`config.mk`:
```
export PLATFORM = sky130hd
export DESIGN_NAME = mem_arbiter_flat
export DESIGN_NICKNAME = d
export VERILOG_FILES = /design/src/rtl/mem_arbiter_if.sv /design/src/rtl/mem_arbiter.sv /design/src/flat_wrapper.sv
export SDC_FILE = /design/constraint.sdc
export NUM_CORES = 1
export LEC_CHECK = 0
export CAP_MARGIN = 20
export CORE_AREA = 2 2 178 180
export DETAILED_ROUTE_END_ITERATION = 10
export DIE_AREA = 0 0 180 182
export PLACE_DENSITY = 0.74
export SYNTH_ARGS = -nofsm -noshare
export SYNTH_HDL_FRONTEND = slang
export SYNTH_SLANG_ARGS = --single-unit
```
`constraint.sdc`:
```
create_clock -name clk -period 4.94 [get_ports clk]
set_clock_uncertainty 0.05 [all_clocks]
set_input_delay 0.988 -clock clk [delete_from_list [all_inputs] [get_ports clk]]
set_output_delay 0.988 -clock clk [all_outputs]
set_load 0.05 [all_outputs]
```
`src/rtl/mem_arbiter_if.sv`:
```
// Request/response and memory-side signals of the IF/LS memory arbiter.
// slave is the arbiter's view; master is the core-plus-memory side.
interface mem_arbiter_if #(
    parameter int unsigned AW = 20
);
    logic          if_req_i;
    logic [63:0]   if_addr_i;
    logic          if_ready_o;
    logic          if_valid_o;
    logic [31:0]   if_rdata_o;
    logic          if_err_o;

    logic          ls_req_i;
    logic          ls_we_i;
    logic [63:0]   ls_addr_i;
    logic [1:0]    ls_size_i;
    logic [63:0]   ls_wdata_i;
    logic          ls_ready_o;
    logic          ls_valid_o;
    logic [63:0]   ls_rdata_o;
    logic          ls_err_o;

    logic          mem_en_o;
    logic          mem_we_o;
    logic [AW-1:0] mem_addr_o;
    logic [7:0]    mem_wstrb_o;
    logic [63:0]   mem_wdata_o;
    logic [63:0]   mem_rdata_i;

    modport slave (
        input  if_req_i, if_addr_i,
        output if_ready_o, if_valid_o, if_rdata_o, if_err_o,
        input  ls_req_i, ls_we_i, ls_addr_i, ls_size_i, ls_wdata_i,
        output ls_ready_o, ls_valid_o, ls_rdata_o, ls_err_o,
        output mem_en_o, mem_we_o, mem_addr_o, mem_wstrb_o, mem_wdata_o,
        input  mem_rdata_i
    );

    modport master (
        output if_req_i, if_addr_i,
        input  if_ready_o, if_valid_o, if_rdata_o, if_err_o,
        output ls_req_i, ls_we_i, ls_addr_i, ls_size_i, ls_wdata_i,
        input  ls_ready_o, ls_valid_o, ls_rdata_o, ls_err_o,
        input  mem_en_o, mem_we_o, mem_addr_o, mem_wstrb_o, mem_wdata_o,
        output mem_rdata_i
    );
endinterface

```
`src/rtl/mem_arbiter.sv`:
```
// Single-port memory arbiter between instruction fetch and load/store.
// One access at a time: IDLE -> ACCESS (MEM_LAT cycles) -> RESP, faults skip ACCESS.
module mem_arbiter #(
    parameter logic [63:0] PC_INIT = 64'h8000_0000,
    parameter int unsigned AW      = 20,
    parameter int unsigned MEM_LAT = 1
) (
    input logic          clk,
    input logic          rst,
    mem_arbiter_if.slave bus
);
    localparam logic [2:0] LAT_M1 = 3'(MEM_LAT - 1);

    typedef enum logic [1:0] {StIdle, StAccess, StResp} state_t;

    state_t        r_state, w_state_nxt;
    logic          r_last_ls, r_owner_ls, r_we, r_err;
    logic [2:0]    r_cnt;
    logic [AW-1:0] r_off;
    logic [1:0]    r_size;
    logic [63:0]   r_wdata, r_line;

    logic          w_if_win, w_ls_win, w_accept, w_misalign, w_fault;
    logic [63:0]   w_addr, w_off;
    logic [1:0]    w_size;
    logic          w_first, w_resp, w_last;
    logic [5:0]    w_lane;
    logic [7:0]    w_bmask;
    logic [63:0]   w_smask;

    // Arbitration and fault detection on the would-be winner.
    always_comb begin
        w_if_win = 1'b0;
        w_ls_win = 1'b0;
        if (r_state == StIdle && !rst) begin
            w_ls_win = bus.ls_req_i & (~bus.if_req_i | ~r_last_ls);
            w_if_win = bus.if_req_i & (~bus.ls_req_i | r_last_ls);
        end
        w_accept = w_if_win | w_ls_win;
        w_addr   = w_ls_win ? bus.ls_addr_i : bus.if_addr_i;
        w_size   = w_ls_win ? bus.ls_size_i : 2'd2;
        w_off    = w_addr - PC_INIT;
        case (w_size)
            2'd0:    w_misalign = 1'b0;
            2'd1:    w_misalign = w_addr[0];
            2'd2:    w_misalign = |w_addr[1:0];
            default: w_misalign = |w_addr[2:0];
        endcase
        w_fault = (|w_off[63:AW]) | w_misalign;
    end

    assign w_last = (r_cnt == LAT_M1);

    always_comb begin
        w_state_nxt = r_state;
        case (r_state)
            StIdle:   if (w_accept) w_state_nxt = w_fault ? StResp : StAccess;
            StAccess: if (w_last) w_state_nxt = StResp;
            StResp:   w_state_nxt = StIdle;
            default:  w_state_nxt = StIdle;
        endcase
    end

    always_ff @(posedge clk or posedge rst) begin
        if (rst) begin
            r_state    <= StIdle;
            r_last_ls  <= 1'b0;
            r_owner_ls <= 1'b0;
            r_we       <= 1'b0;
            r_err      <= 1'b0;
            r_cnt      <= 3'd0;
            r_off      <= '0;
            r_size     <= 2'd0;
            r_wdata    <= 64'd0;
            r_line     <= 64'd0;
        end else begin
            r_state <= w_state_nxt;
            if (w_accept) begin
                r_owner_ls <= w_ls_win;
                r_last_ls  <= w_ls_win;
                r_we       <= w_ls_win & bus.ls_we_i;
                r_err      <= w_fault;
                r_off      <= w_off[AW-1:0];
                r_size     <= w_size;
                r_wdata    <= bus.ls_wdata_i;
                r_line     <= 64'd0;
                r_cnt      <= 3'd0;
            end else if (r_state == StAccess) begin
                if (w_last) r_line <= bus.mem_rdata_i;
                else r_cnt <= r_cnt + 3'd1;
            end
        end
    end

    always_comb begin
        case (r_size)
            2'd0:    begin w_bmask = 8'h01; w_smask = 64'h0000_0000_0000_00ff; end
            2'd1:    begin w_bmask = 8'h03; w_smask = 64'h0000_0000_0000_ffff; end
            2'd2:    begin w_bmask = 8'h0f; w_smask = 64'h0000_0000_ffff_ffff; end
            default: begin w_bmask = 8'hff; w_smask = 64'hffff_ffff_ffff_ffff; end
        endcase
    end

    assign w_first = (r_state == StAccess) && (r_cnt == 3'd0);
    assign w_resp  = (r_state == StResp);
    assign w_lane  = {r_off[2:0], 3'b000};

    assign bus.if_ready_o  = w_if_win;
    assign bus.ls_ready_o  = w_ls_win;

    assign bus.mem_en_o    = w_first;
    assign bus.mem_we_o    = w_first & r_we;
    assign bus.mem_addr_o  = (r_state == StAccess) ? {r_off[AW-1:3], 3'b000} : '0;
    assign bus.mem_wstrb_o = (w_first & r_we) ? 8'(w_bmask << r_off[2:0]) : 8'h00;
    assign bus.mem_wdata_o = (w_first & r_we) ? (r_wdata << w_lane) : 64'd0;

    assign bus.if_valid_o  = w_resp & ~r_owner_ls;
    assign bus.ls_valid_o  = w_resp & r_owner_ls;
    assign bus.if_err_o    = w_resp & ~r_owner_ls & r_err;
    assign bus.ls_err_o    = w_resp & r_owner_ls & r_err;

    // Faulted and store responses carry zero data.
    assign bus.if_rdata_o  = (bus.if_valid_o & ~r_err) ?
                             (r_off[2] ? r_line[63:32] : r_line[31:0]) : 32'd0;
    assign bus.ls_rdata_o  = (bus.ls_valid_o & ~r_err & ~r_we) ?
                             ((r_line >> w_lane) & w_smask) : 64'd0;
endmodule

```
`src/flat_wrapper.sv`:
```
// flat-port wrapper written by rule: the top's interface ports become plain ports
module mem_arbiter_flat 
#(
    parameter logic [63:0] PC_INIT = 64'h8000_0000,
    parameter int unsigned AW      = 20,
    parameter int unsigned MEM_LAT = 1
)
  (clk, rst, bus_if_req_i, bus_if_addr_i, bus_if_ready_o, bus_if_valid_o, bus_if_rdata_o, bus_if_err_o, bus_ls_req_i, bus_ls_we_i, bus_ls_addr_i, bus_ls_size_i, bus_ls_wdata_i, bus_ls_ready_o, bus_ls_valid_o, bus_ls_rdata_o, bus_ls_err_o, bus_mem_en_o, bus_mem_we_o, bus_mem_addr_o, bus_mem_wstrb_o, bus_mem_wdata_o, bus_mem_rdata_i);
  mem_arbiter_if #(.AW(AW)) bus_i ();
  input logic clk;
  input logic rst;
  input wire logic [$bits(bus_i.if_req_i)-1:0] bus_if_req_i;
  input wire logic [$bits(bus_i.if_addr_i)-1:0] bus_if_addr_i;
  output wire logic [$bits(bus_i.if_ready_o)-1:0] bus_if_ready_o;
  output wire logic [$bits(bus_i.if_valid_o)-1:0] bus_if_valid_o;
  output wire logic [$bits(bus_i.if_rdata_o)-1:0] bus_if_rdata_o;
  output wire logic [$bits(bus_i.if_err_o)-1:0] bus_if_err_o;
  input wire logic [$bits(bus_i.ls_req_i)-1:0] bus_ls_req_i;
  input wire logic [$bits(bus_i.ls_we_i)-1:0] bus_ls_we_i;
  input wire logic [$bits(bus_i.ls_addr_i)-1:0] bus_ls_addr_i;
  input wire logic [$bits(bus_i.ls_size_i)-1:0] bus_ls_size_i;
  input wire logic [$bits(bus_i.ls_wdata_i)-1:0] bus_ls_wdata_i;
  output wire logic [$bits(bus_i.ls_ready_o)-1:0] bus_ls_ready_o;
  output wire logic [$bits(bus_i.ls_valid_o)-1:0] bus_ls_valid_o;
  output wire logic [$bits(bus_i.ls_rdata_o)-1:0] bus_ls_rdata_o;
  output wire logic [$bits(bus_i.ls_err_o)-1:0] bus_ls_err_o;
  output wire logic [$bits(bus_i.mem_en_o)-1:0] bus_mem_en_o;
  output wire logic [$bits(bus_i.mem_we_o)-1:0] bus_mem_we_o;
  output wire logic [$bits(bus_i.mem_addr_o)-1:0] bus_mem_addr_o;
  output wire logic [$bits(bus_i.mem_wstrb_o)-1:0] bus_mem_wstrb_o;
  output wire logic [$bits(bus_i.mem_wdata_o)-1:0] bus_mem_wdata_o;
  input wire logic [$bits(bus_i.mem_rdata_i)-1:0] bus_mem_rdata_i;
  assign bus_i.if_req_i = bus_if_req_i;
  assign bus_i.if_addr_i = bus_if_addr_i;
  assign bus_if_ready_o = bus_i.if_ready_o;
  assign bus_if_valid_o = bus_i.if_valid_o;
  assign bus_if_rdata_o = bus_i.if_rdata_o;
  assign bus_if_err_o = bus_i.if_err_o;
  assign bus_i.ls_req_i = bus_ls_req_i;
  assign bus_i.ls_we_i = bus_ls_we_i;
  assign bus_i.ls_addr_i = bus_ls_addr_i;
  assign bus_i.ls_size_i = bus_ls_size_i;
  assign bus_i.ls_wdata_i = bus_ls_wdata_i;
  assign bus_ls_ready_o = bus_i.ls_ready_o;
  assign bus_ls_valid_o = bus_i.ls_valid_o;
  assign bus_ls_rdata_o = bus_i.ls_rdata_o;
  assign bus_ls_err_o = bus_i.ls_err_o;
  assign bus_mem_en_o = bus_i.mem_en_o;
  assign bus_mem_we_o = bus_i.mem_we_o;
  assign bus_mem_addr_o = bus_i.mem_addr_o;
  assign bus_mem_wstrb_o = bus_i.mem_wstrb_o;
  assign bus_mem_wdata_o = bus_i.mem_wdata_o;
  assign bus_i.mem_rdata_i = bus_mem_rdata_i;
  mem_arbiter #(.PC_INIT(PC_INIT), .AW(AW), .MEM_LAT(MEM_LAT)) u_core (.clk(clk), .rst(rst), .bus(bus_i));
endmodule
```
# ---- Word-level counts from Yosys, hierarchy flattened
# Cells that the tools add are included.
dict set report classes {
  add_sub_neg 2
  eq_ne 9
  shifts 3
  mux 23
  bitwise 21
  n_reduce_logical 15
}
# cell count
set ops {}
lappend ops {{64-bit 2-to-1 mux} 6}
lappend ops {{64-bit one-hot mux with 3 select lines} 1}
lappend ops {{64-bit AND} 1}
lappend ops {{32-bit 2-to-1 mux} 2}
lappend ops {{64-bit by 6-bit left shift with 64-bit output} 1}
lappend ops {{64-bit by 6-bit right shift with 64-bit output} 1}
lappend ops {{64-bit by 32-bit subtractor with 64-bit output (second input constant)} 1}
lappend ops {{44-bit OR reduction} 1}
lappend ops {{8-bit one-hot mux with 3 select lines} 1}
lappend ops {{20-bit 2-to-1 mux} 1}
lappend ops {{1-bit AND} 11}
lappend ops {{3-bit 2-to-1 mux} 3}
lappend ops {{2-bit 2-to-1 mux} 4}
lappend ops {{8-bit 2-to-1 mux} 1}
lappend ops {{8-bit by 3-bit left shift with 8-bit output} 1}
lappend ops {{2-bit by 1-bit equality test with 1-bit output (second input constant)} 3}
lappend ops {{2-bit equality test (second input constant)} 3}
lappend ops {{2-bit logical NOT} 3}
lappend ops {{2-bit by 1-bit != test with 1-bit output (second input constant)} 3}
lappend ops {{2-bit AND reduction} 3}
lappend ops {{1-bit inverter} 5}
lappend ops {{1-bit bitwise OR} 4}
lappend ops {{2-bit one-hot mux with 2 select lines} 1}
lappend ops {{2-bit nonzero test} 2}
lappend ops {{8 further kinds} 10}
dict set report word_totals {
  register_bits 158
  input_bits 263
  out_inout_bits 196
}

# ---- Depth between registers and ports, before layout
dict set report logic_depth {
  depth_word 11
  ltp_mapped 11
  mapped_depth_nobuf 10
}

# ---- Least setup slack after synthesis
# OpenSTA, ideal clock, no wires.
dict set report synth_timing {
  path_type {register to output}
  startpoint {reg u_core.r_cnt[0]}
  endpoint {out bus_mem_wdata_o[0]}
  arrival_time_ns 3.466
  slack_ns 0.436
  path_stages_with_launch 11
  n_path_buf 0
  cell_sequence {dfrtp_1 -> inv_1 -> ha_1 -> nor2b_1 -> nand2_1 -> inv_1 -> nand2_1 -> inv_1 -> nand2_1 -> nor3_1 -> and2_1}
}
dict set report synth_between {
  elab_chain_len 4
}
# item line
set synth_lines {}
lappend synth_lines {{start, declared} mem_arbiter.sv:18} ;# logic [2:0] r_cnt;
lappend synth_lines {{start signal, assigned} mem_arbiter.sv:90} ;# else r_cnt <= r_cnt + 3'd1;
lappend synth_lines {{3-bit logical NOT} mem_arbiter.sv:104} ;# assign w_first = (r_state == StAccess) && (r_cnt == 3'd0);
lappend synth_lines {{1-bit logical AND} mem_arbiter.sv:104}
lappend synth_lines {{1-bit AND} n/a}
lappend synth_lines {{named net bus_mem_we_o} flat_wrapper.sv:28} ;# output wire logic [$bits(bus_i.mem_we_o)-1:0] bus_mem_we_o;
lappend synth_lines {{64-bit 2-to-1 mux} mem_arbiter.sv:115} ;# assign bus.mem_wdata_o = (w_first & r_we) ? (r_wdata << w_lane) : 64'd0;
lappend synth_lines {{end, declared} flat_wrapper.sv:31} ;# output wire logic [$bits(bus_i.mem_wdata_o)-1:0] bus_mem_wdata_o;
# The timed path passes the listed nets, and every way through them passes these cells.

# ---- Final worst setup path
dict set report layout_timing {
  startpoint {reg u_core.r_off[0]}
  endpoint {out bus_ls_rdata_o[15]}
}
dict set report layout_between {
  elab_chain_len 3
}
# item line
set layout_lines {}
lappend layout_lines {{start, declared} mem_arbiter.sv:19} ;# logic [AW-1:0] r_off;
lappend layout_lines {{start signal, assigned} mem_arbiter.sv:83} ;# r_off <= w_off[AW-1:0];
lappend layout_lines {{64-bit by 6-bit right shift with 64-bit output} mem_arbiter.sv:126} ;# ((r_line >> w_lane) & w_smask) : 64'd0;
lappend layout_lines {{64-bit AND} mem_arbiter.sv:126}
lappend layout_lines {{64-bit 2-to-1 mux} mem_arbiter.sv:125} ;# assign bus.ls_rdata_o = (bus.ls_valid_o & ~r_err & ~r_we) ?
lappend layout_lines {{end, declared} flat_wrapper.sv:25} ;# output wire logic [$bits(bus_i.ls_rdata_o)-1:0] bus_ls_rdata_o;
# Every way passes these cells.

==> flow_summary.json <==
{
  "total_power_w": 0.005427,
  "routed_via_density": 5.609,
  "die_y_um": 182,
  "tightest_slew_ns": 1.085,
  "grt_pass1_vias": 12640,
  "grt_use_total": 0.2970,
  "dominantRegCellSynth": "dfrtp_1",
  "drive_gt1_frac": 0.1405,
  "multiInputGateArea_um2": 7269,
  "hpwl_mm": 38.20,
  "startpoint_type": "register",
  "outcome": "completed",
  "post-place-ws_ns": 0.8214,
  "cts_tree": "built",
  "synth_area_leader_cell": "dfrtp_1",
  "fin_nets": 2152,
  "ys_top_cells_by_count": "nand2_1, nor2_1, dfrtp_1, a21oi_1, mux2i_1",
  "synth_cell_types": 72,
  "initial_utilization": 0.3792,
  "period_needed_ns": 4.621,
  "firstDrtPassIters": 6,
  "drt_iter0_markers": 1284,
  "clock_sinks": 158,
  "netlist_top_cells_area": "dfrtp_1, nand2_1, mux2i_1, mux4_2, nor2_1",
  "grt_remaining_overflow": 0,
  "fin_ws_ns": 0.3189,
  "hold_class": "reg -> reg",
  "io_pins": 459,
  "post_cts_buffers": 0,
  "clockBufferDepth": 2,
  "period_share": 0.9354,
  "gp_congestion": 0.9404,
  "yosysWarnings": 0,
  "ant_nets": 0,
  "cts_resized": 0,
  "row_count": 65,
  "coreArea_um2": 30990,
  "finalInstanceArea_um2": 18130,
  "yosysSeqAreaShare": 0.3365,
  "drv_slew": 0,
  "cts_hold_buf": 0,
  "grt_pass1_wl_mm": 75.64,
  "yosysMostFrequentCell": "nand2_1",
  "num_vias": 12970,
  "yosys_register_bits": 158,
  "clkLatencyLatePin_ns": 0.43,
  "port_buffers": 455,
  "die_w_um": 180,
  "setup_viol": 0,
  "antenna_found_initial": 9,
  "reg2reg_slack_ns": 1.92,
  "avgSynthCellArea_um2": 7.822,
  "yosysTopAreaCellShare": 0.3365,
  "synth_area_um2": 11750,
  "synth_edf_count": 0,
  "cts_max_level": 4,
  "cts.clk_slew.worst_paths_ns": 0.07,
  "crit_type": "reg -> out",
  "max_freq_mhz": 216.4,
  "dieArea_um2": 32760,
  "synthesis.instances": 1502,
  "p_leak_nw": 7.369,
  "synth_async_sr_flop_share": 1.000,
  "maxSlewHeadroom": 0.2741,
  "arrival_ns": 3.58,
  "grt_start_max_net_pins": 94,
  "drc": 0,
  "rsz0062_at_grt": "no",
  "final.setup.tns_ns": 0,
  "end_kind": "primary output",
  "wl_per_cell_um": 21.64,
  "area_delta_synth_final_pct": 54.34,
  "cts_buffers": 17,
  "p_per_area_nw_per_um2": 299.3,
  "postPlaceCellArea_um2": 17540,
  "worst-path-max-fanout": 65,
  "seqCellArea_um2": 3963,
  "cap_violations": 0,
  "fillCellCount": 2757,
  "cp.required_ns": 3.90,
  "finalHoldViolations": 0,
  "routed_wirelength_mm": 50.03,
  "root_buffer": "clkbuf_16",
  "ir_worst_vdd_v": 0.0002718
}
critical path, stage by stage, from the launching register on:
cell and delay [ns]:
dfrtp_4 1.05, nor2b_1 0.61, nand2_1 0.10, o21ai_0 0.15, mux2i_1 0.13, nor2_1 0.21, clkdlybuf4s50_1 0.85
kinds of logic after synthesis:
group                    after synthesis  synth area share
AO/OA/AOI/OAI                        257            0.1333
XOR/XNOR                               2          0.001491
adder cells (fa/ha/maj)                2          0.002130
buffers and inverters                125           0.04686
flip-flops                           158            0.3365
multiplexers                         165            0.1810
other                                  1         0.0003192
AND/OR/NAND/NOR                      792            0.2983
report_power, final:
part           internal [W]  switching, W  leakage (nW)
Clock              0.000714      0.000635         0.285
Sequential          0.00154      0.000430          2.04
Combinational      0.000973       0.00114          5.05
state kept, by name, indices dropped and copies added (netlist names):
signal and flops:
u_core.r_state 2, u_core.r_cnt 3, u_core.r_size 2, u_core.r_we 1
u_core.r_err 1, u_core.r_line 64, u_core.r_wdata 64, u_core.r_owner_ls 1
u_core.r_off 20
metal layers:
layer	vias up	global-route usage	part of all wire
met4	0	0.1411	0.040
met3	97	0.05275	0.073
met5	-	0	0
met2	697	0.4835	0.48
met1	6215	0.3837	0.40
li1	5960	-	-
final timing paths:
path | startpoint | cells after the start | to
min in group asynchronous | rst | 2 | u_core.r_line[21]$_DFFE_PP0P_
max | u_core.r_off[0]$_DFFE_PP0P_ | 6 | bus_ls_rdata_o[15]
min | u_core.r_wdata[60]$_DFFE_PP0P_ | 2 | u_core.r_wdata[60]$_DFFE_PP0P_
max reg2reg | u_core.r_owner_ls$_DFFE_PP0P_ | 8 | u_core.r_state[0]$_DFFE_PP0P_
min reg2reg | u_core.r_wdata[60]$_DFFE_PP0P_ | 2 | u_core.r_wdata[60]$_DFFE_PP0P_
max in group asynchronous | rst | 3 | u_core.r_wdata[7]$_DFFE_PP0P_
cell type report:
| class | instances | area share |
|---|---|---|
| clock buffer | 17 | 0.02346 |
| multi-input combinational | 1221 | 0.4009 |
| clock inverter | 15 | 0.008142 |
| antenna | 10 | 0.001380 |
| inverter | 11 | 0.002484 |
| timing repair buffer | 478 | 0.3174 |
| sequential | 158 | 0.2185 |
| tap | 402 | 0.02774 |
cell usage in the layout (no fill, tap or decap), drive strengths merged, types with 4 or more instances in the layout:
cell type      Yosys  final
nor2b             44     44
nor3              19     19
clkbuf            85     17
nand3              9      9
a22o               4      4
a31oi             21     21
clkinv             0      4
inv               11     19
a32oi              5      5
o21a               5      5
or4                6      6
nor2             180    180
and3               9      9
a21oi            107    107
clkdlybuf4s50      0    336
nand2            434    434
mux2i            103    103
a211oi            26     26
dfrtp            158    158
nor4              23     23
mux2              27     27
mux4              35     35
nand4             10     10
o221ai             4      4
buf               29    142
and2              37     37
nand2b             8      8
or3                5      5
o21ai             47     47
a22oi             14     14
diode              0     10
through the flow:
stage,util,instances,hold WS (ns)
6_report,0.5852,2312,0.4218
5_1_grt,0.5850,2309,0.4491
4_1_cts,0.5844,2302,0.4212
3_5_place_dp,0.5659,2270,0.4050
3_3_place_gp,0.5659,2270,0.3984
2_1_floorplan,-,1504,0.3841
No activity file was read; power rests on OpenSTA's default activity.
